$ cat src/rtl/log_drop_window_pkg.sv
// rtl/log_drop_window_pkg.sv - shared constants and reference shift function for log-drop weighting
package dmpvl_logdrop_pkg;

  function automatic int clog2(input int v);
    int r;
    r = 0;
    for (int p = 1; p < v; p = p * 2) r++;
    return r;
  endfunction

  // floor(log2(t+1)); t+1 is formed in int so the oldest index never overflows
  function automatic int logdropShift(input int t);
    int v;
    int s;
    v = t + 1;
    s = 0;
    for (int i = 1; i < 31; i++) begin
      if ((v >> i) != 0) s = i;
    end
    return s;
  endfunction

endpackage

$ cat src/rtl/log_drop_window_if.sv
// rtl/log_drop_window_if.sv - sample/weight bus between a driver and log_drop_window
interface log_drop_window_if #(
  parameter int DATA_W = 8,
  parameter int T_W    = 6
);
  logic              i_cg;
  logic [T_W-1:0]    i_t;
  logic [DATA_W-1:0] i_x;
  logic [DATA_W-1:0] o_y;

  modport master (output i_cg, i_t, i_x, input o_y);
  modport slave  (input i_cg, i_t, i_x, output o_y);
endinterface

$ cat src/rtl/log_drop_window_shift.sv
// rtl/log_drop_window_shift.sv - structural log2 priority encoder and saturating barrel right-shifter
module log_drop_shift_c
  import dmpvl_logdrop_pkg::*;
#(
  parameter int DATA_W = 8,
  parameter int T_W    = 6
) (
  input  logic [T_W-1:0]    t,
  input  logic [DATA_W-1:0] x,
  output logic [DATA_W-1:0] y
);
  localparam int SW  = clog2(T_W + 1);
  localparam int NST = clog2(DATA_W);
  localparam int SHW = (SW > NST) ? SW : NST;

  logic [T_W:0]      tp1;
  logic [SHW-1:0]    s;
  logic [DATA_W-1:0] v;

  assign tp1 = {1'b0, t} + {{T_W{1'b0}}, 1'b1};

  // highest set bit wins
  always_comb begin
    s = '0;
    for (int i = 0; i <= T_W; i++) begin
      if (tp1[i]) s = SHW'(i);
    end
  end

  // any shift reaching DATA_W clears the sample instead of wrapping
  always_comb begin
    v = x;
    for (int k = 0; k < NST; k++) begin
      if (s[k]) v = v >> (1 << k);
    end
    if (int'(s) >= DATA_W) v = '0;
    y = v;
  end
endmodule

$ cat src/rtl/log_drop_window.sv
// rtl/log_drop_window.sv - power-of-two window weighting of one sample stream, registered output
module log_drop_window
  import dmpvl_logdrop_pkg::*;
#(
  parameter int DATA_W         = 8,
  parameter int WINLEN         = 64,
  parameter int ABSTRACT_MODEL = 0
) (
  input  logic            i_clk,
  input  logic            i_rst,
  log_drop_window_if.slave bus
);
  localparam int T_W = clog2(WINLEN);

  if (DATA_W < 1 || WINLEN < 2 || (WINLEN & (WINLEN - 1)) != 0) begin : g_bad_param
    $error("log_drop_window: DATA_W must be >=1 and WINLEN a power of two >=2");
  end

  logic [DATA_W-1:0] y_d;
  logic [DATA_W-1:0] y_q;

  if (ABSTRACT_MODEL == 0) begin : g_struct
    log_drop_shift_c #(
      .DATA_W (DATA_W),
      .T_W    (T_W)
    ) u_shift (
      .t (bus.i_t),
      .x (bus.i_x),
      .y (y_d)
    );
  end else begin : g_beh
    int s_beh;
    logic [DATA_W-1:0] y_beh;

    // one-bit shifts repeated s times saturate to zero on their own
    always_comb begin
      s_beh = logdropShift(int'(bus.i_t));
      y_beh = bus.i_x;
      for (int k = 0; k < DATA_W; k++) begin
        if (k < s_beh) y_beh = y_beh >> 1;
      end
    end
    assign y_d = y_beh;
  end

  always_ff @(posedge i_clk or posedge i_rst) begin
    if (i_rst) begin
      y_q <= '0;
    end else if (bus.i_cg) begin
      y_q <= y_d;
    end
  end

  assign bus.o_y = y_q;
endmodule

$ cat src/flat_wrapper.sv
// flat-port wrapper written by rule: the top's interface ports become plain ports
module log_drop_window_flat import dmpvl_logdrop_pkg::*;
#(
  parameter int DATA_W         = 8,
  parameter int WINLEN         = 64,
  parameter int ABSTRACT_MODEL = 0
)
  (i_clk, i_rst, bus_i_cg, bus_i_t, bus_i_x, bus_o_y);
  log_drop_window_if #(.DATA_W(DATA_W), .T_W(6)) bus_i ();
  input  logic i_clk;
  input  logic i_rst;
  input wire logic [$bits(bus_i.i_cg)-1:0] bus_i_cg;
  input wire logic [$bits(bus_i.i_t)-1:0] bus_i_t;
  input wire logic [$bits(bus_i.i_x)-1:0] bus_i_x;
  output wire logic [$bits(bus_i.o_y)-1:0] bus_o_y;
  assign bus_i.i_cg = bus_i_cg;
  assign bus_i.i_t = bus_i_t;
  assign bus_i.i_x = bus_i_x;
  assign bus_o_y = bus_i.o_y;
  log_drop_window #(.DATA_W(DATA_W), .WINLEN(WINLEN), .ABSTRACT_MODEL(ABSTRACT_MODEL)) u_core (.i_clk(i_clk), .i_rst(i_rst), .bus(bus_i));
endmodule
$ cat config.mk
export PLATFORM = sky130hd
export DESIGN_NAME = log_drop_window_flat
export DESIGN_NICKNAME = d
export VERILOG_FILES = /design/src/rtl/log_drop_window_pkg.sv /design/src/rtl/log_drop_window_if.sv /design/src/rtl/log_drop_window_shift.sv /design/src/rtl/log_drop_window.sv /design/src/flat_wrapper.sv
export SDC_FILE = /design/constraint.sdc
export NUM_CORES = 1
export LEC_CHECK = 0
export CELL_PAD_IN_SITES_DETAIL_PLACEMENT = 0
export CELL_PAD_IN_SITES_GLOBAL_PLACEMENT = 2
export CORE_AREA = 2 2 56 58
export DETAILED_ROUTE_END_ITERATION = 16
export DIE_AREA = 0 0 58 60
export HOLD_SLACK_MARGIN = 0.1
export PLACE_DENSITY = 0.8
export SLEW_MARGIN = 40
export SYNTH_ARGS = -nofsm -noshare
export SYNTH_HDL_FRONTEND = slang
export SYNTH_SLANG_ARGS = --single-unit
$ cat constraint.sdc
create_clock -name i_clk -period 2 [get_ports i_clk]
set_input_delay 0.4 -clock i_clk [delete_from_list [all_inputs] [get_ports i_clk]]
set_output_delay 0.4 -clock i_clk [all_outputs]
set_load 0.01 [all_outputs]
==> metrics <==
DIE AREA about 3500 µm²; number of port buffers 24; vias in the first global route 1000; largest area contributor in the netlist dfrtp_1; DRT Wirelength around 2500 µm; crit-path cells buf_8, ha_4, and2_4, a2111o_1, nand2_4, buf_4, mux2i_2, a221oi_2, a221o_1; Tmin final just under 2000 ps; flops & latches, synth 8; Max-Cap Viols 0; Critical Path Slowest Stage Cell a2111o_1; First-pass DRT Iterations 4; layout cell share with drive strength beyond 1 0.4257; GRT Util Overall 0.1606; logic gate share of total power 0.492; leakage approximately 0.61 nW; Clock power frac 0.197; Via-to-Cell Ratio around 5.3; total negative slack 0 ps; unique cell type count in the Yosys netlist 42; Die X 58 µm; DP Wirelength approximately 2000 µm; IR drop worst, VDD approximately 0.37 mV; syn_nets 108; final setup violation count 0; top cells by area, synth dfrtp_1, mux2i_1, a221o_1; IO Count 25; max reg flops 8; wire per inst 13.89 µm; Final Max Tran Viols 0; Net Switching between 0.15 and 0.2 mW; Mean Syn Cell Area slightly below 9 µm²; Worst Setup End Kind flip-flop; CTS clk-pin slew, worst paths 50 ps; Root Buffer clkbuf_4; synthesis-to-layout area growth 81.06%; pwr dens roughly 430 nW/µm²; Overflow after GRT 0; Final Wtd Congestion 0.7786; clk_lat worst skew ~250 ps; outcome finished clean; H-tree levels 1; number of buffers created by CTS 3; nets 168; DR vias between 900 and 1000; Max Freq 507.5 MHz; PnR worst setup slack 29.75 ps; CP required 2130 ps; Max stage delay on crit path approximately 480 ps; largest net degree at the start of global routing 10; Post-Syn Instances 90; final hold slack 394.3 ps; Die Ht 60 µm; CTS sink count 8; Worst Setup Path Type primary input to flip-flop; Synth Cell Area 779.5 µm²; Net Sw Frac 0.3121; global-route wire length before repair about 4300 µm; RSZ-0062 raised after global routing yes; Fin. Hold Viols 0; row count 20; Ant. Diodes 0; crit path launch type primary input; FF/Latch Area approximately 200 µm²; clock buffer depth 2; Place WS -673.0 ps; crit-path max FO 6; Hold Crit Class primary input to async pin; internal cell power 0.4166 mW; relative slew slack 0.8047; Fillers around 290; initial antenna violation count 0; Multi-input gate area 639.4 µm²; period utilization 0.9851; clock skew 0 ps; DRC 0; sequential share of the synthesized area 0.2568; first-iteration detailed-routing DRC count 14; Post-DRT Antenna Nets 0; CP arrival 2100 ps; CTS tree built; Syn. warnings 0; Post-CTS Hold Buffers 0; Sequential Power Share 0.311; Initial Utilization 0.2685; core footprint between 2000 and 3000 µm²; Yosys top cell area share 0.2568; Least-Margin Pin Slew 292.4 ps; final core utilization 0.4862
==> what timing repair did <==
action / in CTS / in global routing
pin swaps: 7 / 6
endpoints found under the setup margin: 8 / 5
buffers inserted: 5 / 1
resized for setup: 32 / 11
==> final cells by class <==
type	instances	area share
Inverter	2	0.005319
Tap cell	33	0.02926
Timing Repair Buffer	58	0.3546
Sequential cell	8	0.1418
Multi-Input combinational cell	77	0.4530
Clock buffer	3	0.01596
==> cells by family (layout without fill, tap and decap cells) <==
| logic type | after synthesis | after routing | synth area share |
|---|---|---|---|
| compound gates | 34 | 34 | 0.3339 |
| fa+ha+maj | 1 | 1 | 0.01605 |
| buf+inv | 5 | 63 | 0.03529 |
| flops | 8 | 8 | 0.2568 |
| mux | 8 | 8 | 0.1043 |
| simple gates | 34 | 34 | 0.2537 |
==> Yosys cell counts (all sizes together) <==
master / count
a21o: 1
and3: 2
o21ai: 6
o22a: 1
a211oi: 2
a21boi: 1
and2: 1
or3: 2
nor2b: 1
and4: 1
a221oi: 2
nor2: 6
nand3b: 2
mux2i: 7
a221o: 4
o21a: 2
a21oi: 4
dfrtp: 8
nor4: 1
a2111o: 1
a2111oi: 1
nand3: 8
a22o: 4
clkinv: 1
nor3: 2
clkbuf: 1
ha: 1
nand2: 6
o22ai: 1
a31oi: 3
buf: 2
mux2: 1
inv: 1
o2bb2ai: 1
nand2b: 1
nand4: 1
==> critical path: cells and delay by family <==
family,cells,cell delay [ps]
adder cells (fa/ha/maj),1,160
AO/OA/AOI/OAI,3,830
AND/OR/NAND/NOR,2,280
buffers and inverters,2,230
multiplexers,1,200
==> power groups by stage <==
| stage | clock [mW] | combinational, mW | sequential [mW] |
|---|---|---|---|
| after detailed placement | 0 | 0.268 | 0.191 |
| after global placement | 0 | 0.266 | 0.191 |
| after CTS | 0.124 | 0.288 | 0.189 |
| after global routing | 0.135 | 0.324 | 0.192 |
| final | 0.119 | 0.298 | 0.188 |
| after floorplan | 0 | 0.113 | 0.199 |
==> metal layers <==
metal	GRT usage	up-vias	part of all wire
met3	0.01299	6	0.047
met4	0.07309	0	0.019
met5	0	-	0
met2	0.3231	26	0.56
li1	-	478	-
met1	0.1667	445	0.38
==> path summary, 6_finish.rpt <==
check                             startpoint                end  slack [ps]  cells after the start
max in group asynchronous              i_rst  u_core.bus.o_y[0]        1380                      2
min                                    i_rst  u_core.bus.o_y[3]         390                      2
min in group i_clk         u_core.bus.o_y[7]  u_core.bus.o_y[7]         480                      1
max                               bus_i_t[0]  u_core.bus.o_y[1]          30                      9
min reg2reg                u_core.bus.o_y[7]  u_core.bus.o_y[7]         480                      1
max reg2reg                u_core.bus.o_y[2]  u_core.bus.o_y[2]        1140                      2
==> through the flow <==
stage          area [µm²]  total power [mW]  cells
6_report             1411            0.6056    181
5_1_grt              1411            0.6505    181
4_1_cts              1369            0.6000    180
3_5_place_dp         1266            0.4593    172
3_3_place_gp         1266            0.4572    172
2_1_floorplan       794.5            0.3118     90
==> layout by cell type (no fill, tap or decap), types with 3 or more instances in the layout <==
cell              n
a21oi_1           4
a221o_1           4
a22o_1            4
a31oi_1           3
buf_4            32
clkbuf_4          3
clkdlybuf4s50_1  18
dfrtp_1           8
mux2i_1           4
mux2i_2           3
nand2_1           4
nand3_1           8
nor2_1            5
o21ai_2           4
(Power assumes the default switching activity.)
==> RTL edit 1 (same flow settings) <==
`DATA_W` is set to 8 in 4 places; all go to 6.
--- a/src/rtl/log_drop_window_if.sv
+++ b/src/rtl/log_drop_window_if.sv
@@ -1,6 +1,6 @@
 // rtl/log_drop_window_if.sv - sample/weight bus between a driver and log_drop_window
 interface log_drop_window_if #(
-  parameter int DATA_W = 8,
+  parameter int DATA_W = 6,
   parameter int T_W    = 6
 );
   logic              i_cg;
--- a/src/rtl/log_drop_window_shift.sv
+++ b/src/rtl/log_drop_window_shift.sv
@@ -2,7 +2,7 @@
 module log_drop_shift_c
   import dmpvl_logdrop_pkg::*;
 #(
-  parameter int DATA_W = 8,
+  parameter int DATA_W = 6,
   parameter int T_W    = 6
 ) (
   input  logic [T_W-1:0]    t,
--- a/src/rtl/log_drop_window.sv
+++ b/src/rtl/log_drop_window.sv
@@ -2,7 +2,7 @@
 module log_drop_window
   import dmpvl_logdrop_pkg::*;
 #(
-  parameter int DATA_W         = 8,
+  parameter int DATA_W         = 6,
   parameter int WINLEN         = 64,
   parameter int ABSTRACT_MODEL = 0
 ) (
--- a/src/flat_wrapper.sv
+++ b/src/flat_wrapper.sv
@@ -1,7 +1,7 @@
 // flat-port wrapper written by rule: the top's interface ports become plain ports
 module log_drop_window_flat import dmpvl_logdrop_pkg::*;
 #(
-  parameter int DATA_W         = 8,
+  parameter int DATA_W         = 6,
   parameter int WINLEN         = 64,
   parameter int ABSTRACT_MODEL = 0
 )
Ports: changed (resized bus_i_x and bus_o_y); port bits go from 25 to 21. No check against the original RTL was run, so the function may have changed too.
==> RTL edit 1 against the unedited design <==
  * Sequential cell count down 2
  * Final area decreased by 27%
  * Synthesized area fell by 18%
  * Worst setup slack gained 20 ps
  * Fmax rose by 1.0%
  * Clock power is 10% lower
  * Largest cell class unchanged
  * Total power down 26%
  * Non-clock buffer count shrank 17
  * Routed wire length is 32% lower
==> RTL edit 1: results (changes against the unedited design) <==
| Metric | Value |
|---|---|
| Drt first pass iters | `4 (unchanged)` |
| CTS buffer count | `3 (unchanged)` |
| Multiplexer area fraction after synthesis | `6.102% (-4.3 points)` |
| Gpl congestion | `0.7785 (about the same)` |
| Antenna cells | `0 (unchanged)` |
| Critical Path Start | `bus_i_t[1]` |
| DRT iter0 DRCs | `15 (+1)` |
| Status | `complete, no violations` |
| Crit Reg-Reg Endpoint | `u_core.bus.o_y[0]` |
| Net Count, Synth | `93 (-14%)` |
| Share of layout cells above drive strength 1 | `31.90% (-11 points)` |
| Seq/Total Area, Yosys | `23.62% (-2.1 points)` |
| Switching Fraction | `29.44% (-1.8 points)` |
| Clk_lat worst skew | `240 ps` |
| Critical path arrival | `2060 ps (-40 ps)` |
| Largest register FFs | `6 (-2)` |
| Final period demand of the worst path | `1950 ps (-19.91 ps)` |
| Top_reg_cell synth | `dfrtp_1` |
| First-pass GRT wire length | `2925 um (-32%)` |
| Ys async rst share | `100.0% (unchanged)` |
| Dominant cells by area after synthesis | `dfrtp_1 (24%), buf_6 (7.1%), nand3_1 (5.5%)` |
| Worst reg2reg path depth | `1 (-1)` |
| WL/cell | `11.50 um (-17%)` |
| Adder-cell share of the synthesized area | `1.969% (+0.36 points)` |
| Leak pwr | `0.0004648 uW (-24%)` |
| Reg2reg start | `u_core.bus.o_y[0]` |
| Most instantiated library cell after synthesis | `nand2_1` |
| Port Buffer Count | `20 (-17%)` |
| Compound-Gate Fraction of Synth Area | `31.30% (-2.1 points)` |
| H-tree Lvls | `1 (unchanged)` |
| Worst VDD drop | `311.1 uV (-15%)` |
| GRT Overall Usage | `10.77% (-5.3 points)` |
| Cell variety after synth | `35 (-17%)` |
| Largest net degree at the start of global routing | `8 (-2)` |
| Vias in the first global route | `724 (-28%)` |
| CTS root buffer | `clkbuf_4` |
| Least-Margin Pin Slew | `207.2 ps (-85.25 ps)` |
| Hold Slack | `372.5 ps (-21.85 ps)` |
| Post-Route Skew | `0 ps (unchanged)` |
| Worst path slowest cell | `and4b_2` |
| Crit Path Max Fanout | `5 (-1)` |
| Pre-CTS WS | `-681.6 ps (-8.549 ps)` |
| Hpwl dp | `1480 um (-26%)` |
| # nets final | `134 (-20%)` |
| Initial antenna violation count | `0 (unchanged)` |
| Critical path's top delay family | `compound AO/OA/AOI/OAI gates` |
| Filler Cells Inserted | `299 (+1.7%)` |
| Routed vias/inst | `4.819 (-8.7%)` |
| Post-synth top cells | `nand2_1 (8), nand3_1 (7), dfrtp_1 (6)` |
| R2R Setup Slk | `1120 ps (-20 ps)` |
| Clk buf depth | `2 (unchanged)` |
| Crit-path max cell delay | `340 ps (-140 ps)` |
==> RTL edit 1: changes by cell type in the layout (fill, tap and decap cells not counted), sizes merged, moves of 3 or more <==
cell	change
buf	-14
mux2i	-5
clkdlybuf4s50	-4
a221o	-3
a22o	-3
inv	+3
o21ai	-3
==> RTL edit 1: cell type report <==
type	count	area share (%)
multi-input combinational	62	42.87
timing repair buffer	41	35.02
sequential	6	14.49
tap	33	3.986
clock buffer	3	2.174
inverter	4	1.449
==> RTL edit 1: power groups by stage <==
stage          clock network, uW  logic (uW)  registers, uW
2_1_floorplan                  0        95.9            144
3_3_place_gp                   0         193            140
3_5_place_dp                   0         195            141
4_1_cts                      112         200            139
5_1_grt                      119         221            140
6_report                     107         202            139
==> RTL edit 1: routing by layer <==
layer	vias up	wire, um	track usage, %	part of all wire, %
met2	16	887	20.45	52
met4	0	0	3.987	0
li1	371	-	-	-
met3	0	87	1.732	5.1
met5	-	0	0	0
met1	331	739	11.99	43
==> RTL edit 1: logic make-up (layout without fill, tap and decap cells) <==
logic type / after synthesis / in the layout
buffers and inverters: 9 / 48
AO/OA/AOI/OAI: 27 / 27
flip-flops: 6 / 6
AND/OR/NAND/NOR: 31 / 31
adder cells (fa/ha/maj): 1 / 1
multiplexers: 3 / 3
==> RTL edit 1: what timing repair did <==
item                       4_1_cts  5_1_grt
setup buffers                    2        0
pin swaps                        6        3
hold buffers                     0        0
setup endpoints to repair        6        4
gates resized for setup         15        4
==> RTL edit 1: through the flow <==
step | util, % | area (um^2) | cells
after floorplan | - | 648.1 | 77
after global placement | 33.88 | 983.4 | 144
after detailed placement | 33.88 | 983.4 | 144
after CTS | 35.13 | 1020 | 149
after global routing | 35.69 | 1036 | 149
final | 35.69 | 1036 | 149
==> RTL edit 2 (same settings) <==
Made on the original files. Reset style: synchronous (`i_rst`), changed in one clocked block.
--- a/src/rtl/log_drop_window.sv
+++ b/src/rtl/log_drop_window.sv
@@ -43,7 +43,7 @@
     assign y_d = y_beh;
   end
 
-  always_ff @(posedge i_clk or posedge i_rst) begin
+  always_ff @(posedge i_clk) begin
     if (i_rst) begin
       y_q <= '0;
     end else if (bus.i_cg) begin
Formal check against the unedited RTL: differs if i_rst is asserted again (counterexample within 4 cycles, from zero or initial values and one cycle with i_rst high); with i_rst held inactive, the same outputs for 10 cycles.
==> RTL edit 2 against the unedited design <==
  * Synthesized cell count up 27%
  * Sequential share of layout area down 3.6 points
  * Routed wire length up 15%
  * Sequential cell count unchanged
  * Total power down 0.18%
  * Worst setup slack better by 28 ps
  * Final area up 7.4%
  * Worst hold slack better by 74 ps
  * Non-clock buffer count up 2
  * Combinational power up 3%
  * First-iteration DRC count rose to 2.6 times the old value
  * Synthesized area up 15%
  * Global-route usage up 2.5 points
  * Critical path type unchanged
  * Largest power group unchanged
  * Highest routed layer is now met3
==> RTL edit 2: results (changes against the unedited design) <==
| Metric | Value |
|---|---|
| Status | `complete, no violations` |
| Dpl cells | `195 (+13%)` |
| Initial antenna violation count | `0 (unchanged)` |
| Largest net degree at the start of global routing | `12 (+2)` |
| Worst reg2reg path depth | `3 (+1)` |
| Routed wl met3 | `117 um (-0.85%)` |
| Total wire length | `2887 um (+15%)` |
| Seq/Total Area, Yosys | `17.83% (-7.9 points)` |
| Hpwl dp | `2287 um (+14%)` |
| Crit-path max cell delay | `330 ps (-150 ps)` |
| Post-synth top cells | `a21oi_1 (10), nand2_1 (10), dfxtp_1 (8), mux2i_1 (8), nor2_1 (8)` |
| Routed vias/inst | `5.379 (+2.0%)` |
| Net Count, Synth | `132 (+22%)` |
| Ys async rst share | `0% (-100 points)` |
| Share of layout cells above drive strength 1 | `39.41% (-3.2 points)` |
| GRT Overall Usage | `18.59% (+2.5 points)` |
| First-pass GRT wire length | `5037 um (+17%)` |
| Critical path arrival | `2080 ps (-20 ps)` |
| Cell variety after synth | `44 (+4.8%)` |
| Worst VDD drop | `294.2 uV (-20%)` |
| Crit Reg-Reg Endpoint | `u_core.bus.o_y[2]` |
| Dominant cells by area after synthesis | `dfxtp_1 (18%), mux2i_1 (8.9%), a21oi_1 (5.6%)` |
| Hold Slack | `467.9 ps (+73.56 ps)` |
| # nets final | `190 (+13%)` |
| Post-DP Area | `1403 um^2 (+11%)` |
| Critical Path Sink | `u_core.bus.o_y[6]` |
| Slew HR | `73.79% (-6.7 points)` |
| Leak pwr | `0.0006267 uW (+2.4%)` |
| Wl on met1 | `1272 um (+34%)` |
| Crit Path Max Fanout | `7 (+1)` |
| M3 GR Usage | `2.597% (+1.3 points)` |
| Met2 Use GR | `33.77% (+1.5 points)` |
| Met2 WL | `1496 um (+6.9%)` |
| R2R Setup Slk | `1180 ps (+40 ps)` |
| Met1 Usage GRT | `23.43% (+6.8 points)` |
| WL/cell | `14.22 um (+2.4%)` |
| Top_reg_cell synth | `dfxtp_1` |
| Drt first pass iters | `4 (unchanged)` |
| Avg Cell Area, Syn | `7.880 um^2 (-9.0%)` |
| Worst path slowest cell | `mux2_2` |
| Pre-CTS WS | `-674.1 ps (-1.063 ps)` |
| Max layer used | `met3` |
| Reg2reg start | `u_core.bus.o_y[2]` |
| Gpl congestion | `0.7908 (+1.6%)` |
| DRT iter0 DRCs | `36 (+22)` |
| Critical path's top delay family | `compound AO/OA/AOI/OAI gates` |
| Hold/Removal Path Class | `flop to flop` |
| Highest clock rate | `514.8 MHz (+1.4%)` |
-- RTL edit 2: cells by family (layout without fill, tap and decap cells) --
group	count (synthesis)	count (layout)	synth area share, %
DFF	8	8	17.83
and+or+nand+nor	49	49	30.36
AOI/OAI and AO/OA	38	38	35.38
buffers and inverters	8	64	3.899
muxes	9	9	10.17
adders and majority gates	1	1	1.393
xor gates and xnor gates	1	1	0.9751
-- RTL edit 2: final cells by class --
cell class                      count  area (um^2)
Multi-Input combinational cell     98        782.0
Sequential cell                     8        160.2
Timing Repair Buffer               60        505.5
Fill cell                         296         1388
Inverter                            1        3.754
Clock buffer                        3        22.52
Tap cell                           33        41.29
-- RTL edit 2: repair_timing --
action / 4_1_cts / 5_1_grt
resized for setup: 29 / 13
buffers inserted: 4 / 0
setup endpoints to repair: 8 / 6
gates cloned: 1 / 0
pin swaps: 16 / 6
-- RTL edit 2: power breakdown --
group	internal, uW	total, uW	switching (uW)
Sequential	169	173	4.65
Combinational	169	308	139
Clock	68.6	123	54.4
